### config.mk
export PLATFORM = sky130hd
export DESIGN_NAME = program_sequencer
export DESIGN_NICKNAME = d
export VERILOG_FILES = /design/src/rtl/program_sequencer.sv
export SDC_FILE = /design/constraint.sdc
export NUM_CORES = 1
export LEC_CHECK = 0
export CAP_MARGIN = 10
export CORE_MARGIN = 2
export CORE_UTILIZATION = 47
export CTS_BUF_LIST = sky130_fd_sc_hd__clkbuf_2 sky130_fd_sc_hd__clkbuf_4 sky130_fd_sc_hd__clkbuf_8
export CTS_CLUSTER_DIAMETER = 120
export DETAILED_ROUTE_END_ITERATION = 6
export GPL_TIMING_DRIVEN = 1
export PLACE_DENSITY = 0.72
export SLEW_MARGIN = 40
export SYNTH_ARGS = -nofsm -noshare
export SYNTH_HDL_FRONTEND = slang
export SYNTH_SLANG_ARGS = --single-unit
### constraint.sdc
create_clock -name clk -period 6.05 [get_ports clk]
set_input_delay 1.21 -clock clk [delete_from_list [all_inputs] [get_ports clk]]
set_output_delay 1.21 -clock clk [all_outputs]
set_load 0.05 [all_outputs]
### src/rtl/program_sequencer.sv
// program_sequencer: steps a host-loaded program through the control unit one
// instruction at a time (issue pulse, wait for done), with halt-word detection,
// graceful stop, a done-watchdog and a saturating executed-instruction counter.
// Optional feature macro: SEQ_LOOP_EN (program repeats from pc=0 until stop,
// halt word or watchdog instead of finishing at the last instruction).
module program_sequencer #(
  parameter  int DEPTH   = 16,
  parameter  int TIMEOUT = 64,
  localparam int AW      = $clog2(DEPTH)
) (
  input  logic          clk,
  input  logic          reset,
  input  logic          load_en,
  input  logic [AW-1:0] load_addr,
  input  logic [15:0]   load_data,
  input  logic [AW:0]   prog_len,
  input  logic          start,
  input  logic          stop,
  input  logic          cu_done,
  output logic [15:0]   cu_instruction,
  output logic          cu_run,
  output logic          busy,
  output logic [AW-1:0] pc,
  output logic [15:0]   exec_count,
  output logic          finished,
  output logic          error
);
  localparam int WW = $clog2(TIMEOUT + 1);

  typedef enum logic [2:0] {S_IDLE, S_ISSUE, S_WAIT, S_DONE, S_ERR} state_t;

  state_t        r_state, w_nxt;
  logic [15:0]   r_mem [DEPTH];
  logic [AW-1:0] r_pc, w_pc_nxt;
  logic [AW:0]   r_len;
  logic [15:0]   r_instr, r_exec, w_fetch;
  logic [WW-1:0] r_wd;
  logic          r_run, r_halt, r_stop, r_fin, r_err;
  logic          w_busy, w_accept, w_zero, w_last, w_stop_pend;

  assign w_busy      = (r_state == S_ISSUE) || (r_state == S_WAIT);
  assign w_stop_pend = r_stop || stop;
  assign w_last      = ({1'b0, r_pc} + (AW+1)'(1)) == r_len;

  // The word for the next ISSUE is fetched at the edge entering ISSUE so that
  // cu_run and cu_instruction are both registered and aligned. A host write
  // landing on that same edge is forwarded so ISSUE sees the new word.
  assign w_fetch = (load_en && !w_busy && (load_addr == w_pc_nxt)) ? load_data
                                                                   : r_mem[w_pc_nxt];

  // Program memory: host writes only while idle; contents are not reset.
  always_ff @(posedge clk)
    if (load_en && !w_busy) r_mem[load_addr] <= load_data;

  // Next-state and next-pc decision.
  always_comb begin
    w_nxt    = r_state;
    w_pc_nxt = r_pc;
    w_accept = 1'b0;
    w_zero   = 1'b0;
    case (r_state)
      S_IDLE, S_ERR: if (start) begin
        w_accept = 1'b1;
        if (prog_len == '0) begin
          w_zero = 1'b1;
          w_nxt  = S_IDLE;
        end else begin
          w_nxt    = S_ISSUE;
          w_pc_nxt = '0;
        end
      end
      S_ISSUE: w_nxt = r_halt ? S_DONE : S_WAIT;
      S_WAIT: begin
        if (cu_done) begin
          if (w_stop_pend) begin
            w_nxt = S_DONE;
          end else if (w_last) begin
`ifdef SEQ_LOOP_EN
            w_nxt    = S_ISSUE;
            w_pc_nxt = '0;
`else
            w_nxt = S_DONE;
`endif
          end else begin
            w_nxt    = S_ISSUE;
            w_pc_nxt = r_pc + 1'b1;
          end
        end else if (r_wd == WW'(TIMEOUT - 1)) begin
          w_nxt = S_ERR;
        end
      end
      S_DONE:  w_nxt = S_IDLE;
      default: w_nxt = S_IDLE;
    endcase
  end

  // State, datapath registers, counters and flags.
  always_ff @(posedge clk or negedge reset) begin
    if (!reset) begin
      r_state <= S_IDLE;
      r_pc    <= '0;
      r_len   <= '0;
      r_instr <= '0;
      r_exec  <= '0;
      r_wd    <= '0;
      r_run   <= 1'b0;
      r_halt  <= 1'b0;
      r_stop  <= 1'b0;
      r_fin   <= 1'b0;
      r_err   <= 1'b0;
    end else begin
      r_state <= w_nxt;
      r_pc    <= w_pc_nxt;
      r_fin   <= w_zero || (w_nxt == S_DONE);
      r_run   <= 1'b0;
      if (w_nxt == S_ISSUE) begin
        r_halt <= (w_fetch == 16'hFFFF);
        if (w_fetch != 16'hFFFF) begin
          r_run   <= 1'b1;
          r_instr <= w_fetch;
        end
      end
      if (w_accept) begin
        r_exec <= '0;
        r_err  <= 1'b0;
        if (!w_zero) r_len <= prog_len;
      end else if (r_state == S_WAIT && cu_done && r_exec != 16'hFFFF) begin
        r_exec <= r_exec + 16'd1;
      end
      if (r_state == S_WAIT && w_nxt == S_ERR) r_err <= 1'b1;
      // watchdog only counts idle WAIT cycles; any other state rearms it
      if (r_state == S_WAIT && !cu_done) r_wd <= r_wd + 1'b1;
      else                               r_wd <= '0;
      if (w_nxt == S_IDLE || w_nxt == S_ERR) r_stop <= 1'b0;
      else if (w_busy && stop)               r_stop <= 1'b1;
    end
  end

  assign cu_instruction = r_instr;
  assign cu_run         = r_run;
  assign busy           = w_busy;
  assign pc             = r_pc;
  assign exec_count     = r_exec;
  assign finished       = r_fin;
  assign error          = r_err;
endmodule

# Word-level counts from Yosys, hierarchy flattened
# Memories as Yosys holds them, arrays and structs flattened.
# Cells that the tools add are included.
dict set report word_totals {
  register_bits 56
  mem_bits_rw 256
  wordCells 82
  mem_count 1
}
dict set report classes {
  n_addsub 4
  eq_ne 12
  mux 31
  n_bitwise 1
  reduce_logical 22
}
# name depth word_bits rd rd_ports_with_merged_regs wr line_no
set memory_table {}
lappend memory_table {r_mem 16 16 1 0 1 33} ;# logic [15:0] r_mem [DEPTH];
# op n
set ops {}
lappend ops {{16-bit two-way mux} 3}
lappend ops {{16-bit inequality test, second input constant} 2}
lappend ops {{4-bit two-way mux} 5}
lappend ops {{16-bit by 1-bit adder with 16-bit output, second input constant} 1}
lappend ops {{16-bit == test, second input constant} 1}
lappend ops {{1-bit two-way mux} 15}
lappend ops {{3-bit two-way mux} 3}
lappend ops {{3-bit one-hot mux with 3 select lines} 1}
lappend ops {{4-bit one-hot mux with 2 select lines} 1}
lappend ops {{7-bit by 1-bit adder with 7-bit output, second input constant} 1}
lappend ops {{7-bit by 6-bit == test with 1-bit output, second input constant} 1}
lappend ops {{1-bit logical AND} 7}
lappend ops {{7-bit two-way mux} 1}
lappend ops {{3-bit by 1-bit == test with 1-bit output, second input constant} 2}
lappend ops {{3-bit by 2-bit == test with 1-bit output, second input constant} 2}
lappend ops {{3-bit == test, second input constant} 2}
lappend ops {{3-bit zero test} 2}
lappend ops {{2-bit nonzero test} 3}
lappend ops {{4-bit by 1-bit adder with 5-bit output, second input constant} 1}
lappend ops {{5-bit == test} 1}
lappend ops {{5-bit zero test} 1}
lappend ops {{4-bit by 1-bit adder with 4-bit output, second input constant} 1}
lappend ops {{4-bit == test} 1}
lappend ops {{1-bit logical OR} 4}
lappend ops {{other kinds (5)} 8}

# Logic depth before layout (Yosys ltp)
dict set report logic_depth {
  word_depth 12
  depth_mapped 20
  mapped_depth_nobuf 14
}

# Least setup slack after synthesis
# OpenSTA, ideal clock, no wires.
dict set report synth_timing {
  path_kind {input -> register}
  start {input port prog_len[1]}
  end {register r_instr[10] (netlist: cu_instruction[10])}
  setup_time_ns 0.129
  arrival_ns 4.547
  t_required_ns 5.921
  path_slack_ns 1.374
  cell_stages 15
  n_path_buf 4
  path_cell_list {nor3_1 > a21boi_2 > or3_1 > o2bb2ai_2 > buf_2 > buf_2 > a22oi_1 > o211ai_1 > nand3_1 > o2bb2a_4 > or4_1 > buf_2 > or2_1 > buf_4 > o41a_1}
}
dict set report synth_via {
  elab_chain_cells 9
  word_cells_on_any_way 14
  cone_classes {3 x eq/ne; 7 x mux; 3 x reduce/logical; 1 x memory}
}
# element line_no
set synth_lines {}
lappend synth_lines {{from (decl)} 16} ;# input logic [AW:0] prog_len,
lappend synth_lines {{5-bit zero test *} 64} ;# if (prog_len == '0) begin
lappend synth_lines {{branches (longest 8 deep; another with memory read 16 x 16 bit)} n/a}
lappend synth_lines {{to (signal assigned)} 120} ;# r_instr <= w_fetch;
lappend synth_lines {{to (decl)} 36} ;# logic [15:0] r_instr, r_exec, w_fetch;
# Mark *: on every way between the ends.
# A chain may end at the register's enable or synchronous reset.

# Worst setup path in the final report
dict set report layout_timing {
  start {input port cu_done}
  end {register r_instr[8] (netlist: cu_instruction[8])}
}
dict set report layout_via {
  elab_chain_cells 7
  word_cells_on_any_way 11
  cone_classes {3 x eq/ne; 5 x mux; 2 x reduce/logical; 1 x memory}
}
# element line_no
set layout_lines {}
lappend layout_lines {{from (decl)} 19} ;# input logic cu_done,
lappend layout_lines {{branches (longest 7 deep; another with memory read 16 x 16 bit)} n/a}
# Parallel ways; which one is timed is not known.

==> flow_summary.ini <==
[clocking]
ctsRootBufferMaster = clkbuf_8
postCtsSetupBuffers = 0
cts_buffers = 51
clkSinkCount = 312
hold_buffers = 0
h-tree-depth = 2
cts_max_path_buffers = 3
clkTransAtPathRegs_ns = 0.06
clk_latency_ns = 0.60
cts-resized-gates = 0
cts_tree = done

[logic_synthesis]
synthTopCellsByArea = edfxtp_1 (58%), dfrtp_1 (11%), mux2i_1 (2.8%)
syn_inst = 948
yosys_warnings = 0
synth_seq_area_share = 0.6860
synth-seq-cells = 312
post-synth-top-count-cell = edfxtp_1
synth_nets = 982
postSynth.asyncResetShare = 0.1795
syn_area_sq_mm = 0.01325
synth_edf_count = 256
ys.flop_type = edfxtp_1
synth.distinct_cells = 81
syn_avg_cell_area_sq_um = 13.98
synth_common_cells = edfxtp_1 (256), nand2_1 (75), nor2_1 (57), dfrtp_1 (56), o21ai_0 (40)
synth_top_area_cell = edfxtp_1
synth_top_area_frac = 0.5802

[run_status]
status = finished clean

[min_path]
min_to = r_wd[0]
hp-start = r_wd[0]
hold_depth = 1
hold_class = flop to flop

[sta]
hold_violations = 0
period_share = 0.8408
clock.fmax_ghz = 0.1966
final-max-slew-violation-count = 0
period_minus_slack_ns = 5.087
worst_slew_pin_slew_ns = 0.7970
fin_skew_ns = 0.03358
final-setup-viol-count = 0
fin_tns_setup_ns = 0
relSlewSlack = 0.4667
hold_slack_ns = 0.4518
rsz0062_at_grt = no

[global_route]
grt_max_degree = 57
grt_usage = 0.2341
antenna_found_initial = 0
overflow = 0
first_global_vias = 8577
grt_pass1_wl_um = 51270

[routing]
vias = 8832
dr.first_iter.drc_count = 1125
drc_errors = 0
wl_um = 34170
wl_per_cell_um = 23.09
via_per_inst = 5.968
firstDrtPassIters = 6
ant_nets = 0

[worst_setup_path]
reg2reg_from = pc[0]
r2r-end = cu_instruction[13]
critPathKind = primary input to flop
critPathRequiredTime_ns = 6.54
critPathArrivalTime_ns = 5.58
end_kind = flop
reg2regPathDepth = 14
reg2reg_slack_ns = 0.99
critPathMaxFanout = 25
critPathLaunchType = primary input

[floorplanning]
die_x_um = 171.9
rows = 61
fp.coreArea_sq_mm = 0.02778
io_pins = 71
die_y_um = 171.9
die_area_sq_mm = 0.02955
start_util = 0.4769

[pwr]
p_per_area_mw_per_mm2 = 425.9
power_w = 0.006677
p_leak_nw = 5.337
irDropWorstVdd_mv = 0.2749

[cells_and_area]
drive_above_1_share = 0.1553
nFillCells = 2229
final_cell_area_sq_mm = 0.01568
area_delta_synth_final_pct = 18.32
fin_nets = 1096

[placement]
post_dp_cell_area_sq_mm = 0.01461
hpwl_um = 21110
io_buffers = 70
routabilityCongestion = 0.8575

[job]
maxCapViolations = 0
kinds of logic (layout without fill, tap and decap cells):
| kind of cell | count (synthesis) | in the layout | share of synthesized area |
|---|---|---|---|
| other cells | 0 | 1 | 0 |
| mux | 42 | 42 | 0.03645 |
| fa+ha+maj | 3 | 3 | 0.002833 |
| xor+xnor | 25 | 25 | 0.01653 |
| simple gates | 277 | 277 | 0.1071 |
| flops | 312 | 312 | 0.6860 |
| compound gates | 224 | 224 | 0.1260 |
| buf+inv | 65 | 218 | 0.02512 |
flip-flops by register name (all words and copies together) (netlist names):
| name | flops |
|---|---|
| cu_run | 1 |
| r_mem | 256 |
| r_wd | 7 |
| r_len | 5 |
| finished | 1 |
| exec_count | 16 |
| pc | 4 |
| error | 1 |
| r_halt | 1 |
| cu_instruction | 16 |
| r_stop | 1 |
| r_state | 3 |
through the flow:
stage / setup slack, ns / util / std cells
6_report: 0.9634 / 0.5643 / 1480
4_1_cts: 1.041 / 0.5640 / 1479
2_1_floorplan: 1.374 / - / 948
5_1_grt: 0.6932 / 0.5642 / 1479
3_5_place_dp: 0.4560 / 0.5259 / 1387
3_3_place_gp: 0.5039 / 0.5251 / 1387
routing by layer:
layer | share of wire | vias to the layer above | GRT usage
met1 | 0.41 | 4355 | 0.3197
met2 | 0.47 | 473 | 0.3621
li1 | - | 3924 | -
met4 | 0.031 | 0 | 0.09646
met5 | 0 | - | 0
met3 | 0.096 | 80 | 0.05676
power by group:
part	switching [W]	internal [W]
clock network	0.000827	0.00106
logic	0.00140	0.000791
registers	0.000126	0.00247
cell type report:
cell class	instances	area (sq um)	area share
inverter	11	43.79	0.002794
tap	378	473.0	0.03017
clock buffer	72	872.1	0.05563
timing repair buffer	115	1087	0.06936
sequential	312	9089	0.5798
clock inverter	20	183.9	0.01173
multi-input combinational	571	3925	0.2504
antenna	1	2.502	0.0001596
how the worst max path moves through the flow:
stage                           start                  to  cells past startpoint
after floorplan           prog_len[1]  cu_instruction[10]                     15
after global placement    prog_len[1]   cu_instruction[6]                     16
after detailed placement      cu_done  cu_instruction[13]                     14
after CTS                     cu_done  cu_instruction[13]                     14
after global routing          cu_done   cu_instruction[3]                     14
final                         cu_done   cu_instruction[8]                     14
cell usage in the layout, fill, tap and decap left out, drive strengths merged, types with 6 or more instances in the layout:
cell type / count
o211ai: 20
clkdlybuf4s50: 69
o32ai: 8
clkinv: 15
inv: 12
a22o: 9
nor4b: 7
nand2: 76
a21boi: 8
xnor2: 11
a21oi: 35
clkbuf: 72
nor3: 25
a22oi: 22
o21ai: 43
nor2b: 8
nor2: 59
and3: 21
buf: 46
a211oi: 13
o41a: 6
and2: 9
nand3: 39
or3: 7
dfrtp: 56
mux2i: 38
edfxtp: 256
xor2: 14
a221oi: 12
critical path, cell delays in order:
cell and delay [ns]:
clkdlybuf4s50_1 0.52, nor3b_1 0.31, and2_1 0.43, nand3_1 0.62, buf_4 0.46, and3_1 0.22, a211oi_1 0.24, a311oi_1 0.08
or4_1 0.56, mux2i_2 0.18, buf_4 0.31, nor2_1 0.07, nor4b_1 0.15, nor3_1 0.16
Power figures use the tool's default switching activity.
